==> src/rtl/peripheral_uart_pkg.sv <==
// Shared types and constants for the UART transmit path.
package peripheral_uart_pkg;

  localparam int unsigned TICKS_PER_BIT = 16;
  localparam int unsigned TICK_W        = $clog2(TICKS_PER_BIT);
  localparam int unsigned BIT_CNT_W     = 3;
  localparam int unsigned LCR_W         = 8;

  localparam int unsigned LCR_WL_LO = 0;
  localparam int unsigned LCR_WL_HI = 1;
  localparam int unsigned LCR_SB    = 2;
  localparam int unsigned LCR_PE    = 3;
  localparam int unsigned LCR_EP    = 4;
  localparam int unsigned LCR_SP    = 5;
  localparam int unsigned LCR_BC    = 6;

  typedef enum logic [2:0] {
    S_IDLE   = 3'd0,
    S_POP    = 3'd1,
    S_START  = 3'd2,
    S_DATA   = 3'd3,
    S_PARITY = 3'd4,
    S_STOP1  = 3'd5,
    S_STOP2  = 3'd6
  } tx_state_e;

endpackage

==> src/rtl/peripheral_uart_parity_wb.sv <==
// Parity bit for one character; bits above the configured word length are ignored.
module peripheral_uart_parity_wb
  import peripheral_uart_pkg::*;
#(
  parameter int unsigned DATA_W = 8
) (
  input  logic [DATA_W-1:0] data,
  input  logic [LCR_W-1:0]  lcr,
  output logic              parity_c
);

  logic [3:0]        word_len;
  logic [DATA_W-1:0] active;
  logic              p;

  assign word_len = 4'd5 + 4'(lcr[LCR_WL_HI:LCR_WL_LO]);

  always_comb begin
    active = '0;
    for (int unsigned i = 0; i < DATA_W; i++) begin
      active[i] = data[i] && (i < 32'(word_len));
    end
  end

  assign p        = ^active;
  assign parity_c = lcr[LCR_SP] ? ~lcr[LCR_EP] : (lcr[LCR_EP] ? p : ~p);

endmodule

==> src/rtl/peripheral_uart_transmitter_wb.sv <==
// UART transmit controller: pops the TX FIFO and serialises each character.
// Define PERIPHERAL_UART_TX_HALFSTOP_EN for 1.5 stop bits on 5-bit words with two stop bits.
module peripheral_uart_transmitter_wb
  import peripheral_uart_pkg::*;
#(
  parameter int unsigned FIFO_WIDTH     = 8,
  parameter int unsigned FIFO_COUNTER_W = 5
) (
  input  logic                      clk,
  input  logic                      wb_rst_i,
  input  logic                      enable,
  input  logic [LCR_W-1:0]          lcr,
  input  logic                      tx_reset,
  input  logic [FIFO_COUNTER_W-1:0] tf_count,
  input  logic [FIFO_WIDTH-1:0]     tf_data_in,
  output logic                      tf_pop,
  output logic                      stx_pad_o,
  output logic [2:0]                tstate,
  output logic                      tx_busy,
  output logic                      tx_empty
);

  tx_state_e             state;
  logic [TICK_W-1:0]     tick_cnt;
  logic [BIT_CNT_W-1:0]  bit_cnt;
  logic [FIFO_WIDTH-1:0] shift_reg;
  logic                  parity_q;
  logic                  stx_q;

  logic                  parity_c;
  logic                  more_c;
  logic                  bit_end_c;
  logic [BIT_CNT_W-1:0]  last_bit_c;
  logic [TICK_W-1:0]     stop2_last_c;

  peripheral_uart_parity_wb #(
    .DATA_W (FIFO_WIDTH)
  ) u_parity (
    .data     (tf_data_in),
    .lcr      (lcr),
    .parity_c (parity_c)
  );

  assign more_c     = (tf_count != '0);
  assign last_bit_c = BIT_CNT_W'(32'd4 + 32'(lcr[LCR_WL_HI:LCR_WL_LO]));

`ifdef PERIPHERAL_UART_TX_HALFSTOP_EN
  assign stop2_last_c = (lcr[LCR_WL_HI:LCR_WL_LO] == 2'b00) ? TICK_W'(TICKS_PER_BIT / 2 - 1)
                                                             : TICK_W'(TICKS_PER_BIT - 1);
`else
  assign stop2_last_c = TICK_W'(TICKS_PER_BIT - 1);
`endif

  assign bit_end_c = enable &&
                     (tick_cnt == ((state == S_STOP2) ? stop2_last_c : TICK_W'(TICKS_PER_BIT - 1)));

  // Frame sequencer; stx_q is loaded with the level of the state being entered.
  always_ff @(posedge clk) begin
    if (!wb_rst_i || tx_reset) begin
      state     <= S_IDLE;
      stx_q     <= 1'b1;
      tick_cnt  <= '0;
      bit_cnt   <= '0;
      shift_reg <= '0;
      parity_q  <= 1'b0;
    end else begin
      case (state)
        S_IDLE: begin
          if (more_c) state <= S_POP;
        end
        S_POP: begin
          shift_reg <= tf_data_in;
          parity_q  <= parity_c;
          tick_cnt  <= '0;
          stx_q     <= 1'b0;
          state     <= S_START;
        end
        default: begin
          if (enable) tick_cnt <= bit_end_c ? '0 : tick_cnt + TICK_W'(1);
          if (bit_end_c) begin
            case (state)
              S_START: begin
                state   <= S_DATA;
                bit_cnt <= '0;
                stx_q   <= shift_reg[0];
              end
              S_DATA: begin
                // >= keeps the FSM moving if lcr shrinks the word mid-frame
                if (bit_cnt >= last_bit_c) begin
                  if (lcr[LCR_PE]) begin
                    state <= S_PARITY;
                    stx_q <= parity_q;
                  end else begin
                    state <= S_STOP1;
                    stx_q <= 1'b1;
                  end
                end else begin
                  bit_cnt   <= bit_cnt + BIT_CNT_W'(1);
                  shift_reg <= shift_reg >> 1;
                  stx_q     <= shift_reg[1];
                end
              end
              S_PARITY: begin
                state <= S_STOP1;
                stx_q <= 1'b1;
              end
              S_STOP1: begin
                if (lcr[LCR_SB]) state <= S_STOP2;
                else             state <= more_c ? S_POP : S_IDLE;
              end
              default: begin
                state <= more_c ? S_POP : S_IDLE;
              end
            endcase
          end
        end
      endcase
    end
  end

  assign tf_pop    = (state == S_POP);
  assign stx_pad_o = lcr[LCR_BC] ? 1'b0 : stx_q;
  assign tstate    = state;
  assign tx_busy   = (state != S_IDLE);
  assign tx_empty  = (state == S_IDLE) && !more_c;

endmodule

==> config.mk <==
export PLATFORM = sky130hd
export DESIGN_NAME = peripheral_uart_transmitter_wb
export DESIGN_NICKNAME = d
export VERILOG_FILES = /design/src/rtl/peripheral_uart_pkg.sv /design/src/rtl/peripheral_uart_parity_wb.sv /design/src/rtl/peripheral_uart_transmitter_wb.sv
export SDC_FILE = /design/constraint.sdc
export NUM_CORES = 1
export LEC_CHECK = 0
export BUFFER_PORTS_ARGS = -buffer_cell sky130_fd_sc_hd__buf_2
export CAP_MARGIN = 20
export CORE_ASPECT_RATIO = 1.4
export CORE_MARGIN = 4
export CORE_UTILIZATION = 35
export CTS_CLUSTER_DIAMETER = 80
export CTS_CLUSTER_SIZE = 10
export DETAILED_ROUTE_END_ITERATION = 7
export PLACE_DENSITY = 0.57
export SLEW_MARGIN = 20
export SYNTH_ARGS = -nofsm -noshare
export SYNTH_HDL_FRONTEND = slang
export SYNTH_SLANG_ARGS = --single-unit
==> constraint.sdc <==
create_clock -name clk -period 4.5 [get_ports clk]
set_input_delay 0 -clock clk [delete_from_list [all_inputs] [get_ports clk]]
set_output_delay 0 -clock clk [all_outputs]
set_load 0.1 [all_outputs]
# After elaboration in Yosys (flattened, before gate mapping)

Cells that the tools add are included.

Bits in registers: 20
Input port bits: 25
Output and inout port bits: 7

Add/subtract/negate cells: 4
Magnitude comparators: 9
Equal/unequal tests: 10
Multiplexer cells: 25
Bitwise operators: 4
Reduce and logical (&&, ||, !) cells: 29

Operators by type and width:

| kind                | count |
|---|---|
| $mux 8              | 3 |
| $lt 3x4->1 const A  | 4 |
| $pmux 8 s2          | 1 |
| $mux 3              | 5 |
| $pmux 3 s2          | 2 |
| $pmux 3 s4          | 1 |
| $logic_and 1x1->1   | 10 |
| $lt 1x4->1 const A  | 2 |
| $lt 2x4->1 const A  | 2 |
| $mux 1              | 8 |
| $mux 4              | 2 |
| $pmux 4 s2          | 1 |
| $reduce_and 4->1    | 2 |
| $reduce_bool 2->1   | 4 |
| $reduce_xor 8->1    | 1 |
| $eq 3x2->1 const B  | 2 |
| $eq 3x3->1 const B  | 2 |
| $ne 2x2->1 const B  | 3 |
| $reduce_and 3->1    | 2 |
| $reduce_bool 3->1   | 2 |
| $reduce_bool 5->1   | 1 |
| $add 3x2->4 const A | 1 |
| $add 4x1->4 const B | 1 |
| $eq 4x4->1 const B  | 1 |
| 14 further kinds    | 18 |

# Longest topological paths before layout

Gate-level depths: netlist of the first run.

Depth after elaboration: 7
Gate-level depth with buffers: 9

# Modules after synthesis

Synthesis of the first run repeated with hierarchy kept, for this count alone.

Cell total of the unflattened synthesis: 156
Area total of the unflattened synthesis: 1,303.8 µm²

By module, submodules not included:

| module                         | instances | cells each | area each (µm²) |
|---|---|---|---|
| peripheral_uart_transmitter_wb | 1         | 140        | 1,152.4 |
| peripheral_uart_parity_wb      | 1         | 16         | 151.4 |

# Worst setup path before layout of the first run

OpenSTA, ideal clock, no wires.

Kind: register to output
From: register state[1] (netlist: tstate[1])
To: output port tx_empty
Data arrival time: 4,055 ps
Required time: 4,500 ps
Path slack: 445 ps
Cell stages (with the launch flop): 5
Cell sequence: dfxtp_1 > buf_2 > nor2_2 > nand2_1 > nor3_1

Longest elaborated chain between the ends: 2

Ends and longest elaborated chain:

| what                     | RTL line                              | source |
|---|---|---|
| start: declaration       | peripheral_uart_transmitter_wb.sv:23  | `tx_state_e state;` |
| start signal: assignment | peripheral_uart_transmitter_wb.sv:109 | `else state <= more_c ? S_POP : S_IDLE;` |
| start signal: assignment | peripheral_uart_transmitter_wb.sv:112 | `state <= more_c ? S_POP : S_IDLE;` |
| $logic_not 3->1          | peripheral_uart_transmitter_wb.sv:125 | `assign tx_empty = (state == S_IDLE) && !more_c;` |
| $logic_and 1x1->1        | peripheral_uart_transmitter_wb.sv:125 |  |
| end: declaration         | peripheral_uart_transmitter_wb.sv:20  | `output logic tx_empty` |

Every way passes these cells.

# Final worst setup path of the first run

From: register state[2] (netlist: tstate[2])
To: output port tf_pop

Longest elaborated chain between the ends: 1

Ends and longest elaborated chain:

| what             | RTL line                              | source |
|---|---|---|
| $eq 3x1->1       | peripheral_uart_transmitter_wb.sv:121 | `assign tf_pop = (state == S_POP);` |
| end: declaration | peripheral_uart_transmitter_wb.sv:16  | `output logic tf_pop,` |

Every way passes these cells.

==> reports/qor.txt, run 1 <==
status -> finished clean
Syn Inst Count -> 165
Critical Path End Type -> output pin
TritonCTS Sinks -> 20
post-route cell area -> 0.00159 mm2
Initial Utilization -> 36.5%
clock slew at reported path FFs -> 0.08 ns
Buffers on Ports -> 30
post-synth top area cell -> dfxtp_1
leakage -> 0.000631 uW
Tcrit/Tclk final -> 49.7%
antenna fix cells -> 0
number of global-route vias before repair -> 1305
Hold Slack -> 0.00185 ns
DIE HEIGHT -> 81.6 um
layout cells sized above 1 -> 24.0%
Routed Antenna Nets -> 0
drt first pass iters -> 4
H-tree levels -> 1
actual slew at the worst max-slew pin -> 0.805 ns
RSZ-0062 raised after global routing -> false
clk_skew -> 0.00714 ns
relative slew slack -> 46.3%
Maximum Capacitance Violations -> 0
latest clock arrival within the worst-skew pair -> 0.26 ns
Area Growth Syn to Fin -> 17.0%
Crit Path Class -> reg2out
Multi-input gate area -> 885 um2
Finish-stage setup viols -> 0
final hold violations -> 0
initial drt markers -> 45
DP Wirelength -> 2410 um
asr flop ratio synth -> 0%
Post-CTS Hold Buffers -> 0
Synth top area share -> 29.5%
Critical Path Start Type -> register
sequential share of the synthesized area -> 29.5%
Syn Area/Cell -> 8.21 um2
antenna violations before repair -> 0
WP data arrival -> 2.24 ns
largest net degree at the start of global routing -> 17
Routability Congestion -> 0.864
grt ovf -> 0
first-pass GRT wire length -> 5310 um
worst min path class -> in2reg
Final #Nets -> 224
Synth Net Count -> 196
DR vias -> 1296
Setup Fix Bufs, Post-CTS -> 0
CP Cell Sequence -> inv_2 > nand2_2 > nor2_2 > buf_2
top_reg_cell synth -> dfxtp_1
Post-synth top cells -> nor2_1, dfxtp_1, a21oi_1
Cell Area, Placed -> 0.00151 mm2
CTS tree -> done
Peak VDD IR -> 0.162 mV
Die ar. -> 0.00494 mm2
clock buffer count from CTS -> 3
I/O pins -> 32
total negative setup slack -> 0 ns
critical path data required time -> 4.50 ns
Final Slew Violations -> 0
R2R depth -> 6
most frequent cell after synthesis -> nor2_1
fmax -> 447 MHz
vias per inst -> 5.54
Worst path slowest cell -> nor2_2
Rows -> 26
clock buffer depth -> 2
core area -> 0.00371 mm2
Hold Path Depth -> 3
post-cts resize count -> 0
Syn. warnings -> 0
Routed wire per std cell -> 13.2 um
final wirelength -> 3100 um
synthesized area -> 0.00136 mm2
Tmin final -> 2.24 ns
#FFs+latches synth -> 20
total chip power -> 476 uW
Area contributors post-synth -> dfxtp_1, nor2_1, mux2i_1
Post-synth EDFFs -> 0
clock root buffer -> clkbuf_8
crit-path max cell delay -> 0.64 ns
Die X -> 60.6 um
Tot GR Track Use -> 13.7%
max reg flops -> 8
sequential cell area -> 400 um2
PwrDens -> 300 mW/mm2
Layout fillers -> 392
DRC viols -> 0
Unique masters post-synth -> 45
worst-path fanout max -> 16
==> final cells by class <==
type	count	area share, %
Sequential cell	20	25.3
Tap cell	42	3.31
Clock inverter	1	1.89
Inverter	7	1.66
Timing Repair Buffer	30	9.47
Multi-Input combinational cell	131	55.8
Clock buffer	3	2.60
==> worst paths after layout <==
kind                from            to  slack, ns
min reg2reg        stx_q         stx_q       0.48
max reg2reg  tick_cnt[0]  shift_reg[5]       2.35
min               lcr[4]      parity_q      0.002
max            tstate[2]        tf_pop       2.26
==> critical path: cells and delay by family (launching register included) <==
family	cells	cell delay (ns)
DFF	1	0.43
buffers and inverters	2	0.77
and+or+nand+nor	2	0.77
==> layer usage <==
layer / routed length [um] / part of all wire (%) / vias up / track usage, %
li1: - / - / 653 / -
met1: 1340 / 43 / 592 / 15.7
met2: 1500 / 48 / 47 / 24.5
met3: 233 / 7.5 / 4 / 2.20
met4: 32 / 1.0 / 0 / 5.42
met5: 0 / 0 / - / 0
==> cell usage in the layout, fill, tap and decap left out, types with 2 or more instances in the layout <==
master and n:
nand4_1 4, inv_2 3, inv_1 4, mux2i_1 8, clkbuf_8 3, nand3_1 2
dfxtp_1 20, xnor2_1 5, nand2_1 9, nor2_2 2, a211oi_1 7, a21oi_2 2
ha_1 6, o21ai_0 8, buf_2 30, nor2_1 25, o21ai_1 7, nand2b_1 4
a21oi_1 13, a31oi_1 3, nor2b_1 5
==> report_power, final <==
| part | internal (uW) | total, uW | switching, uW | leakage [uW] |
|---|---|---|---|---|
| Combinational | 38.7 | 109 | 70.4 | 0.000434 |
| Clock | 119 | 180 | 61.2 | 0.0000357 |
| Sequential | 181 | 187 | 5.14 | 0.000162 |
| Total | 339 | 476 | 137 | 0.000631 |
==> cell families after synthesis <==
logic type	count (synthesis)	share of synthesized area (%)
xor+xnor	6	4.89
flops	20	29.5
simple gates	60	23.2
mux	8	5.91
buf+inv	14	5.17
compound gates	51	25.8
fa+ha+maj	6	5.54
==> through the flow <==
step,cells,setup WS (ns),utilization [%]
final,234,2.26,42.7
after global routing,234,2.08,42.7
after CTS,234,2.22,42.7
after detailed placement,230,2.35,40.8
after global placement,230,2.41,40.8
after floorplan,165,0.445,-
(Power assumes the default switching activity.)
==> inputs of run 2 (changes only) <==
--- a/config.mk
+++ b/config.mk
@@ -13,7 +13,7 @@
 export CTS_CLUSTER_DIAMETER = 80
 export CTS_CLUSTER_SIZE = 10
 export DETAILED_ROUTE_END_ITERATION = 7
-export PLACE_DENSITY = 0.57
+export PLACE_DENSITY = 0.59
 export SLEW_MARGIN = 20
 export SYNTH_ARGS = -nofsm -noshare
 export SYNTH_HDL_FRONTEND = slang
==> constraint.sdc (replaced) <==
create_clock -name clk -period 1.8 [get_ports clk]
set_input_delay 0 -clock clk [delete_from_list [all_inputs] [get_ports clk]]
set_output_delay 0 -clock clk [all_outputs]
set_load 0.1 [all_outputs]
==> run 2 against run 1 <==
The run now ends with setup timing left. Final cell count rose by 5.1%. First-iteration DRC count shrank 20%. Power rose to 2.6 times the previous value. Critical path depth up 5. Via count increased by 5.0%. Worst hold slack improved by 0.0028 ns. Count of clock-buffer cells in the layout increased by 1.
==> reports/qor.txt, run 2 (synthesized netlist as in run 1, its figures left out) <==
core area -> 0.00371 mm2 (unchanged)
most frequent cells in the layout -> buf_2, nor2_1, dfxtp_1, a21oi_1
initial drt markers -> 36 (-20%)
relative slew slack -> 49.9% (+3.6 points)
Tot GR Track Use -> 15.3% (+1.6 points)
Critical Path Start Type -> register
failing checks -> setup timing
largest net degree at the start of global routing -> 17 (unchanged)
clock root buffer -> clkbuf_8
Psw -> 378 uW (+180%)
Int Pwr -> 837 uW (+150%)
clock slew at reported path FFs -> 0.08 ns (about the same)
worst min path class -> in2reg
Die X -> 60.6 um (unchanged)
Layout fillers -> 350 (-11%)
Tcrit/Tclk final -> 101%
number of global-route vias before repair -> 1357 (+4.0%)
Rows -> 26 (unchanged)
drt first pass iters -> 4 (unchanged)
Routed Antenna Nets -> 0 (unchanged)
Multi-input gate area -> 0.00104 mm2 (+18%)
R2R depth -> 9 (+3)
layout cells sized above 1 -> 38.2% (+14 points)
Maximum Capacitance Violations -> 0 (unchanged)
grt ovf -> 0 (unchanged)
final hold violations -> 0 (unchanged)
sequential cell fraction of total power -> 38.1% (-1.1 points)
Crit Path Class -> reg2reg
Buffers on Ports -> 30 (unchanged)
actual slew at the worst max-slew pin -> 0.752 ns (-0.0531 ns)
DP Wirelength -> 2760 um (+14%)
clk_skew -> 0.00187 ns (-0.00527 ns)
sequential cell area -> 413 um2 (+3.1%)
DIE HEIGHT -> 81.6 um (unchanged)
antenna violations before repair -> 0 (unchanged)
leakage -> 0.000740 uW (+17%)
max reg flops -> 8 (unchanged)
worst-path fanout max -> 4 (-12)
first-pass GRT wire length -> 5730 um (+7.8%)
WP data arrival -> 1.97 ns (-0.27 ns)
Routed wire per std cell -> 15.6 um (+18%)
antenna fix cells -> 0 (unchanged)
I/O pins -> 32 (unchanged)
final wirelength -> 3840 um (+24%)
clock buffer count from CTS -> 3 (unchanged)
Hold Path Depth -> 3 (unchanged)
Tmin final -> 1.81 ns
latest clock arrival within the worst-skew pair -> 0.26 ns (about the same)
post-route cell area -> 0.00189 mm2 (+19%)
Hold Slack -> 0.00463 ns (+0.00277 ns)
Routability Congestion -> 0.863 (-0.16%)
Peak VDD IR -> 0.511 mV (+210%)
RSZ-0062 raised after global routing -> true
Area Growth Syn to Fin -> 39.6%
commonest non-fill, non-tap cell in the layout -> buf_2
critical path data required time -> 1.96 ns (-2.54 ns)
PwrDens -> 642 mW/mm2 (+110%)
Final Slew Violations -> 0 (unchanged)
vias per inst -> 5.53 (-0.11%)
Finish-stage setup viols -> 1 (+1)
Final #Nets -> 236 (+5.4%)
Critical Path End Type -> register
clock share of power -> 32.5% (-5.3 points)
Initial Utilization -> 36.5% (unchanged)
CTS tree -> done
fmax -> 552 MHz
Comb pwr share -> 29.4% (+6.5 points)
clock buffer depth -> 2 (unchanged)
TritonCTS Sinks -> 20 (unchanged)
sw frac -> 31.1% (+2.4 points)
DR vias -> 1361 (+5.0%)
Die ar. -> 0.00494 mm2 (unchanged)
status -> complete, but fails checks
H-tree levels -> 1 (unchanged)
Cell Area, Placed -> 0.00166 mm2 (+9.5%)
DRC viols -> 0 (unchanged)
Worst Setup Slack, final -> -0.0130 ns (-2.27 ns)
-- run 2: metrics by stage --
step / setup WS, ns / utilization [%] / instances / power, uW / setup TNS, ns
5_1_grt: -0.111 / 51.0 / 246 / 1280 / -0.477
2_1_floorplan: -0.0174 / - / 165 / 702 / -0.0289
6_report: -0.0130 / 51.0 / 246 / 1220 / -0.0130
4_1_cts: 0.00415 / 46.9 / 242 / 1190 / 0
3_3_place_gp: -0.0315 / 44.7 / 237 / 777 / -0.0315
3_5_place_dp: -0.103 / 44.7 / 237 / 784 / -0.352
-- run 2: timing repair --
item,4_1_cts,5_1_grt
cloned,0,1
buffers inserted,0,3
hold buffers,1,0
setup endpoints to repair,13,15
pin swaps,3,7
hold endpoints to repair,1,0
gates resized for setup,2,20
-- run 2: final cells by class --
class,count,area share (%)
multi-input cells,131,55.0
inverters,7,1.52
well taps,42,2.78
repair buffers,42,15.4
flip-flops and latches,20,21.8
clock buffers,4,3.51
-- run 2: worst max-delay path, cell delays in order (launching register included) --
cell      delay, ns
dfxtp_2        0.34
inv_2          0.05
ha_4           0.22
nand2b_4       0.14
a21oi_4        0.21
buf_6          0.14
o21ai_4        0.05
a221oi_4       0.30
a21oi_1        0.11
o21a_1         0.14
-- run 2: routing by layer --
layer  wire (um)  track usage (%)
met1        1470             16.0
met2        2110             28.7
met3         219             2.83
met4          42             6.51
met5           0                0
-- run 2: path summary, 6_finish.rpt --
check	start	end	slack (ns)
min reg2reg	stx_q	stx_q	0.47
max	bit_cnt[0]	tstate[0]	-0.01
min	tf_data_in[7]	shift_reg[7]	0.005
max reg2reg	bit_cnt[0]	tstate[0]	-0.01
-- run 2: power by group through the flow --
stage / Clock (uW) / Combinational [uW] / Sequential (uW)
final: 395 / 357 / 464
after global routing: 426 / 384 / 465
after CTS: 409 / 316 / 462
after detailed placement: 0 / 312 / 472
after global placement: 0 / 305 / 472
after floorplan: 0 / 211 / 491
